[src/rtl/stream_arbiter_if.sv]
// Handshake bundle for stream_arbiter: NR requester channels on the A side,
// one registered output stream on the B side.
interface stream_arbiter_if #(
  parameter int WD = 4,
  parameter int NR = 4,
  parameter int WS = 2
);
  logic [NR-1:0]    iValid_AS;
  logic [NR-1:0]    oReady_AS;
  logic [NR*WD-1:0] iData_AS;
  logic [NR-1:0]    iLast_AS;
  logic             oValid_BS;
  logic             iReady_BS;
  logic [WD-1:0]    oData_BS;
  logic [WS-1:0]    oSel_BS;

  // Arbiter side.
  modport slave (
    input  iValid_AS, iData_AS, iLast_AS, iReady_BS,
    output oReady_AS, oValid_BS, oData_BS, oSel_BS
  );

  // Producer/consumer side.
  modport master (
    output iValid_AS, iData_AS, iLast_AS, iReady_BS,
    input  oReady_AS, oValid_BS, oData_BS, oSel_BS
  );
endinterface

[src/rtl/stream_arbiter.sv]
// Round-robin arbiter feeding one registered valid/ready output stage from NR
// requesters; multi-beat bursts keep the grant until their last beat.
module stream_arbiter #(
  parameter int WD = 4,
  parameter int NR = 4,
  parameter int WS = 2
) (
  input  logic             iCLK,
  input  logic             iRST,
  stream_arbiter_if.slave  bus
);

  typedef enum logic {
    IDLE,
    LOCK
  } state_t;

  state_t        state_q, state_d;
  logic          vld_q, vld_d;
  logic [WD-1:0] dat_q, dat_d;
  logic [WS-1:0] sel_q, sel_d;
  logic [WS-1:0] ptr_q, ptr_d;
  logic [WS-1:0] own_q, own_d;

  logic          w_acc;
  logic          cand_found;
  logic [WS-1:0] cand_idx;
  logic [WS-1:0] gnt_idx;
  logic          gnt_en;
  logic          xfer;
  logic [NR-1:0] ready;
  int            idx;

  // Scan from the highest offset down so the lowest offset past ptr_q wins.
  always_comb begin
    cand_found = 1'b0;
    cand_idx   = '0;
    idx        = 0;
    for (int i = NR - 1; i >= 0; i--) begin
      idx = int'(ptr_q) + i;
      if (idx >= NR) idx = idx - NR;
      if (bus.iValid_AS[idx]) begin
        cand_found = 1'b1;
        cand_idx   = WS'(idx);
      end
    end
  end

  // NOTE: every signal gets a default at the top of the block, so no path
  // leaves one unassigned and no latch is inferred.
  always_comb begin
    state_d = state_q;
    vld_d   = vld_q;
    dat_d   = dat_q;
    sel_d   = sel_q;
    ptr_d   = ptr_q;
    own_d   = own_q;

    w_acc   = !vld_q || bus.iReady_BS;
    gnt_idx = (state_q == LOCK) ? own_q : cand_idx;
    // A locked owner keeps its ready even while it is not valid.
    gnt_en  = iRST && w_acc && ((state_q == LOCK) || cand_found);
    ready   = '0;
    if (gnt_en) ready[gnt_idx] = 1'b1;
    xfer    = gnt_en && bus.iValid_AS[gnt_idx];

    if (xfer) begin
      vld_d = 1'b1;
      dat_d = bus.iData_AS[int'(gnt_idx)*WD +: WD];
      sel_d = gnt_idx;
      if (bus.iLast_AS[gnt_idx]) begin
        ptr_d   = (gnt_idx == WS'(NR - 1)) ? '0 : gnt_idx + WS'(1);
        state_d = IDLE;
      end else begin
        own_d   = gnt_idx;
        state_d = LOCK;
      end
    end else if (w_acc) begin
      vld_d = 1'b0;
    end
  end

  // NOTE: sequential state uses non-blocking assignments only, so every flop
  // samples the pre-edge value of every other flop.
  always_ff @(posedge iCLK or negedge iRST) begin
    if (!iRST) begin
      state_q <= IDLE;
      vld_q   <= 1'b0;
      dat_q   <= '0;
      sel_q   <= '0;
      ptr_q   <= '0;
      own_q   <= '0;
    end else begin
      state_q <= state_d;
      vld_q   <= vld_d;
      dat_q   <= dat_d;
      sel_q   <= sel_d;
      ptr_q   <= ptr_d;
      own_q   <= own_d;
    end
  end

  assign bus.oReady_AS = ready;
  assign bus.oValid_BS = vld_q;
  assign bus.oData_BS  = dat_q;
  assign bus.oSel_BS   = sel_q;

endmodule

[src/flat_wrapper.sv]
// flat-port wrapper written by rule: the top's interface ports become plain ports
module stream_arbiter_flat 
#(
  parameter int WD = 4,
  parameter int NR = 4,
  parameter int WS = 2
)
  (iCLK, iRST, bus_iValid_AS, bus_iData_AS, bus_iLast_AS, bus_iReady_BS, bus_oReady_AS, bus_oValid_BS, bus_oData_BS, bus_oSel_BS);
  stream_arbiter_if #(.WD(WD), .NR(NR), .WS(WS)) bus_i ();
  input  logic iCLK;
  input  logic iRST;
  input wire logic [$bits(bus_i.iValid_AS)-1:0] bus_iValid_AS;
  input wire logic [$bits(bus_i.iData_AS)-1:0] bus_iData_AS;
  input wire logic [$bits(bus_i.iLast_AS)-1:0] bus_iLast_AS;
  input wire logic [$bits(bus_i.iReady_BS)-1:0] bus_iReady_BS;
  output wire logic [$bits(bus_i.oReady_AS)-1:0] bus_oReady_AS;
  output wire logic [$bits(bus_i.oValid_BS)-1:0] bus_oValid_BS;
  output wire logic [$bits(bus_i.oData_BS)-1:0] bus_oData_BS;
  output wire logic [$bits(bus_i.oSel_BS)-1:0] bus_oSel_BS;
  assign bus_i.iValid_AS = bus_iValid_AS;
  assign bus_i.iData_AS = bus_iData_AS;
  assign bus_i.iLast_AS = bus_iLast_AS;
  assign bus_i.iReady_BS = bus_iReady_BS;
  assign bus_oReady_AS = bus_i.oReady_AS;
  assign bus_oValid_BS = bus_i.oValid_BS;
  assign bus_oData_BS = bus_i.oData_BS;
  assign bus_oSel_BS = bus_i.oSel_BS;
  stream_arbiter #(.WD(WD), .NR(NR), .WS(WS)) u_core (.iCLK(iCLK), .iRST(iRST), .bus(bus_i));
endmodule
[config.mk]
export PLATFORM = sky130hd
export DESIGN_NAME = stream_arbiter_flat
export DESIGN_NICKNAME = d
export VERILOG_FILES = /design/src/rtl/stream_arbiter_if.sv /design/src/rtl/stream_arbiter.sv /design/src/flat_wrapper.sv
export SDC_FILE = /design/constraint.sdc
export NUM_CORES = 1
export LEC_CHECK = 0
export BUFFER_PORTS_ARGS = -buffer_cell sky130_fd_sc_hd__buf_2
export CORE_AREA = 2 2 51 53
export DETAILED_ROUTE_END_ITERATION = 7
export DIE_AREA = 0 0 53 55
export GPL_TIMING_DRIVEN = 0
export PLACE_DENSITY_LB_ADDON = 0.2
export SLEW_MARGIN = 20
export SYNTH_ARGS = -nofsm -noshare
export SYNTH_HDL_FRONTEND = slang
export SYNTH_SLANG_ARGS = --single-unit
[constraint.sdc]
create_clock -name iCLK -period 2.4 [get_ports iCLK]
set_clock_uncertainty 0.1 [all_clocks]
set_input_delay 0.24 -clock iCLK [delete_from_list [all_inputs] [get_ports iCLK]]
set_output_delay 0.24 -clock iCLK [all_outputs]
set_load 0.01 [all_outputs]
Yosys cells after proc, flatten, opt, wreduce, memory -nomap -nowiden
Cells that the tools add are included.
Storage, ports and cells
  memories: 0
  flip-flop bits (word level): 12
  latch bits: 0
  bits of input ports: 27
  output and inout port bits: 11
  bits in read-only memories: 0
  memory bits (writable): 0
  word-level logic and storage cells: 73
Operators by class
  magnitude comparators: 10
  eq/ne operators: 1
  bitwise gates (word level): 1
  $mul: 0
  mux-type cells: 36
  shift-type cells: 1
  $add $sub $neg: 8
  div/mod/pow operators: 0
  reductions and logical operators: 10
Operator list (number)
  less-than comparator 32 x 4 -> 1 bit, second input constant: 4
  2-to-1 mux 32 bit: 4
  greater-or-equal comparator 32 x 4 -> 1 bit, second input constant: 3
  subtractor 32 x 4 -> 32 bit, second input constant: 3
  2-to-1 mux 1 bit: 18
  indexed part select 16 x 5 -> 4 bit: 1
  binary-select mux 1 bit (select 2 bit): 6
  2-to-1 mux 2 bit: 6
  adder 2 x 2 -> 3 bit, second input constant: 2
  logical AND 1 bit: 4
  2-to-1 mux 4 bit: 1
  AND reduction 2 bit: 2
  subtractor 2 x 3 -> 4 bit, second input constant: 1
  adder 2 x 1 -> 3 bit, second input constant: 1
  greater-or-equal comparator 2 x 3 -> 1 bit, second input constant: 1
  less-than comparator 2 x 3 -> 1 bit, second input constant: 1
  adder 2 x 1 -> 2 bit, second input constant: 1
  demux 1 bit (select 2 bit): 1
  equality test 2 bit, second input constant: 1
  greater-or-equal comparator 2 x 1 -> 1 bit, second input constant: 1
  logical OR 1 bit: 2
  nonzero test 2 bit: 1
  zero test 1 bit: 1
  NOT 1 bit: 1

Depth between registers and ports, before layout
  word-level depth: 16
  mapped depth: 9
  depth with buffers taken out: 7

Worst setup path before layout
OpenSTA, ideal clock, no wires.
  kind: register -> register
  start point: reg u_core.ptr_q[1]
  end point: reg u_core.ptr_q[1]
  buffers on the path: 2
  slack: 60 ps
  required time: 2172 ps
  clock period less this slack: 2340 ps
  arrival time: 2112 ps
  stages on the path, launching flop included: 10
  library setup time: 128 ps
  path through: dfrtp_1 > buf_2 > nand2b_1 > a21oi_1 > o21ai_0 > o22ai_1 > clkbuf_1 > inv_1 > ha_1 > mux2_1
On the way
  word-level cells in the longest chain between the ends: 15
  elaborated cells on any way between the ends: 47
  those cells by class: add/sub: 8; order compare: 4; eq/ne: 1; mux: 30; reduce/logical: 4
RTL lines
  start, declared: line stream_arbiter.sv:22  | logic [WS-1:0] ptr_q, ptr_d;
  start signal, assigned: line stream_arbiter.sv:98  | ptr_q <= ptr_d;
  adder 2 x 2 -> 3 bit: line stream_arbiter.sv:40  | idx = int'(ptr_q) + i;
  subtractor 32 x 4 -> 32 bit or greater-or-equal comparator 32 x 4 -> 1 bit (tied branches): line stream_arbiter.sv:41  | if (idx >= NR) idx = idx - NR;
  2-to-1 mux 32 bit: line stream_arbiter.sv:41
  binary-select mux 1 bit (select 2 bit): line stream_arbiter.sv:42  | if (bus.iValid_AS[idx]) begin
  2-to-1 mux 1 bit (not written as such) (2 in a row): line stream_arbiter.sv:42
  2-to-1 mux 2 bit (3 in a row): line stream_arbiter.sv:42
  2-to-1 mux 2 bit (*): line stream_arbiter.sv:42
  2-to-1 mux 2 bit (*): line stream_arbiter.sv:60  | gnt_idx = (state_q == LOCK) ? own_q : cand_idx;
  via u_core.gnt_idx[0]: line stream_arbiter.sv:28  | logic [WS-1:0] gnt_idx;
  binary-select mux 1 bit (select 2 bit): line stream_arbiter.sv:65  | xfer = gnt_en && bus.iValid_AS[gnt_idx];
  2-to-1 mux 1 bit (not written as such): line stream_arbiter.sv:65
  logical AND 1 bit: line stream_arbiter.sv:65
  AND reduction 2 bit (no source line)
Mark *: on every way through the listed nets, which the timed path passes. The rest lies on a longest branch. The select of a mux whose other input is x is not followed.
A chain may end at the register's enable or synchronous reset.

Final worst setup path
  start point: reg u_core.ptr_q[1]
  end point: out bus_oReady_AS[3]
On the way
  word-level cells in the longest chain between the ends: 16
  elaborated cells on any way between the ends: 44
  those cells by class: add/sub: 7; order compare: 6; mux: 28; reduce/logical: 3
RTL lines
  adder 2 x 2 -> 3 bit: line stream_arbiter.sv:40
  subtractor 32 x 4 -> 32 bit or greater-or-equal comparator 32 x 4 -> 1 bit (tied branches): line stream_arbiter.sv:41
  2-to-1 mux 32 bit: line stream_arbiter.sv:41
  binary-select mux 1 bit (select 2 bit): line stream_arbiter.sv:42
  2-to-1 mux 1 bit (not written as such) (2 in a row): line stream_arbiter.sv:42
  2-to-1 mux 2 bit (3 in a row): line stream_arbiter.sv:42
  2-to-1 mux 2 bit (*): line stream_arbiter.sv:42
  2-to-1 mux 2 bit (*): line stream_arbiter.sv:60
  via u_core.gnt_idx[0]: line stream_arbiter.sv:28
  less-than comparator 2 x 3 -> 1 bit (not written as such) or greater-or-equal comparator 2 x 1 -> 1 bit (tied branches): line stream_arbiter.sv:64  | if (gnt_en) ready[gnt_idx] = 1'b1;
  logical AND 1 bit (not written as such): line stream_arbiter.sv:64
  2-to-1 mux 1 bit (not written as such): line stream_arbiter.sv:64
  demux 1 bit (select 2 bit) (*)
  2-to-1 mux 4 bit (*): line stream_arbiter.sv:64
  end, declared: line flat_wrapper.sv:16  | output wire logic [$bits(bus_i.oReady_AS)-1:0] bus_oReady_AS;
Marked as above.

==> reports/qor.csv <==
stage,metric,value,unit
layout,fin_util,59.1,%
floorplanning,row_count,18,
setup_path,endpoint_kind,output port,
synth,yosysMostFrequentCell,dfrtp_1,
synth,synth_cell_types,35,
power,pwr_density_cell,1260,mW/mm²
detailed_routing,firstDrtPassIters,4,
detailed_routing,via_count,912,
clocking,clockBufferDepth,2,
synth,post_synth_instance_area,966,µm²
sta,max_freq,425,MHz
detailed_routing,via_per_inst,5.24,
sta,rsz0062_at_grt,true,
sta,slew_violations,0,
synth,ys.flop_type,dfrtp_1,
synth,synth_fp_nets,122,
global_routing,grt-ovfl-total,0,
sta,max_slew.worst_pin.slew,0.349,ns
flow_run,maxCapViolations,0,
clocking,cts_buffers,3,
sta,setup_viol,0,
setup_path,cp_max_fo,7,
floorplanning,fp.dieW,53,µm
detailed_routing,routed_wl,2.42,mm
synth,async_flop_share,100,%
power,ir_drop,0.843,mV
global_routing,grt_pass1_vias,905,
setup_path,startpoint_type,register,
global_routing,grt_antenna_before_repair,0,
status,status,"complete, no violations",
detailed_routing,drc_errors,0,
placement,dpl_cell_area,0.00119,mm²
clocking,cts_tree,built,
global_routing,grt_pass1_wl,4.05,mm
placement,port_buffers,37,
global_routing,grt_max_degree,14,
synth,ys_top_cells_by_count,"12 x dfrtp_1, 9 x nand2_1, 7 x inv_1, 7 x mux2i_1, 7 x o21ai_0",
synth,netlist.area_leader.share,31.1,%
placement,dp_hpwl,1.72,mm
detailed_routing,drt-wirelength-per-cell,13.9,µm
synth,syn_inst,93,
placement,place_ws,-0.426,ns
synth,synth_area_leaders,"dfrtp_1 31%, mux2_4 7.8%, mux2i_1 7.3%",
floorplanning,initial_core_util,40.8,%
synth,avgSynthCellArea,10.4,µm²
clocking,numClockSinks,12,
clocking,clk_pin_slew,0.07,ns
synth,yosysWarnings,0,
global_routing,grt.total_usage,19.6,%
synth,seq_area_frac_synth,31.1,%
floorplanning,core_area,0.00236,mm²
power,leakagePower,0.687,nW
layout,num_antenna_cells,0,
clocking,clock_latency,0.27,ns
setup_path,path_class,register to output port,
clocking,cts_root_buf,clkbuf_4,
sta,slew_headroom,76.7,%
detailed_routing,antenna_left,0,
detailed_routing,drtIter0Drc,15,
floorplanning,die_area,0.00292,mm²
sta,period_share,97.9,%
layout,stdcell_area,0.00140,mm²
layout,area_delta_synth_final,44.7,%
layout,final_nets,174,
layout,drive_gt1_share,61.8,%
sta,fin_crit,2.35,ns
hold_path,hold_class,input pin to register,
setup_path,critPathRequiredTime,2.06,ns
sta,worst_slack,0.0496,ns
sta,tns,0,ns
floorplanning,die_y,55,µm
layout,fill_cells,223,
setup_path,critPathArrivalTime,2.01,ns
placement,place_congestion,0.732,
clocking,htreeDepth,1,
synth,yosysTopAreaCell,dfrtp_1,
synth,ys_seq_elements,12,
synth,synth_edf_count,0,
sta,hold_viol,0,
floorplanning,num_io_pins,38,
-- critical path, cell delays in order, from the launching register on --
cell and delay [ns]:
dfrtp_2 0.47, nand2b_4 0.17, a21oi_4 0.15, o21ai_2 0.08, o22ai_2 0.16, clkbuf_8 0.17
inv_1 0.07, ha_1 0.19, and2_2 0.16, buf_2 0.13
-- report_power, final --
group	total (W)	leakage, nW	internal, W	switching, W
clock network	0.000161	0.0210	0.0000923	0.0000683
registers	0.000384	0.142	0.000308	0.0000765
logic	0.00121	0.523	0.000658	0.000556
total	0.00176	0.687	0.00106	0.000700
-- path summary, 6_finish.rpt --
check	startpoint	end	slack, ns	cells after the start
worst max-delay path	u_core.ptr_q[1]$_DFFE_PN0P_	bus_oReady_AS[3]	0.05	9
worst min-delay path	bus_iReady_BS	u_core.bus.oValid_BS$_DFFE_PN0P_	0.08	2
worst max register to register	u_core.state_q$_DFFE_PN0P_	u_core.bus.oData_BS[2]$_DFFE_PN0P_	0.06	6
worst min register to register	u_core.bus.oSel_BS[0]$_DFFE_PN0P_	u_core.bus.oSel_BS[0]$_DFFE_PN0P_	0.42	1
max in group asynchronous	iRST	u_core.state_q$_DFFE_PN0P_	1.66	2
min in group asynchronous	iRST	u_core.bus.oSel_BS[0]$_DFFE_PN0P_	0.29	2
-- placed cells by master (no fill, tap or decap), drive strengths merged, types with 3 or more instances in the layout --
| cell | instances |
|---|---|
| clkbuf | 5 |
| dfrtp | 12 |
| inv | 7 |
| mux2 | 13 |
| buf | 48 |
| o21ai | 8 |
| nand2 | 9 |
| a21oi | 3 |
| nor2 | 5 |
| mux2i | 7 |
-- per-stage QoR --
| stage | hold WS (ns) | std cells | power (W) |
|---|---|---|---|
| global route | 0.104 | 174 | 0.00191 |
| floorplan | -0.156 | 93 | 0.00108 |
| global placement | 0.0382 | 160 | 0.00129 |
| detailed placement | 0.0431 | 160 | 0.00133 |
| CTS | 0.0780 | 173 | 0.00169 |
| finish | 0.0752 | 174 | 0.00176 |
-- cells by family after synthesis --
logic type                 Yosys count  share of synthesized area, %
DFF                                 12                          31.1
adders and majority gates            2                          2.59
buffers and inverters               10                          4.15
and+or+nand+nor                     26                          16.3
muxes                               20                          24.4
AOI/OAI and AO/OA                   23                          21.5
-- registers in the layout, indices dropped and copies added, names as in the netlist --
name,count
u_core.ptr_q,2
u_core.state_q,1
u_core.bus.oData_BS,4
u_core.bus.oValid_BS,1
u_core.own_q,2
u_core.bus.oSel_BS,2
-- metal layers --
metal  track usage, %  share of wire (%)
met5                0                  0
met4             13.2                2.2
met3             2.96                4.6
met2             32.7                 51
met1             23.6                 42
-- layout make-up --
type | count | area (µm²) | share of cell area [%]
sequential | 12 | 304 | 21.8
inverter | 7 | 26.3 | 1.88
tap | 30 | 37.5 | 2.69
timing repair buffer | 48 | 284 | 20.3
multi-input combinational | 71 | 684 | 49.0
buffer | 2 | 25.0 | 1.79
clock buffer | 4 | 36.3 | 2.60
-- timing repair --
item / 4_1_cts / 5_1_grt
endpoints found under the setup margin: 13 / 13
setup buffers: 9 / 1
endpoints found under the hold margin: 12 / 0
resized for setup: 10 / 15
hold buffers: 1 / 0
pin swaps: 2 / 3
Power figures use the tool's default switching activity.
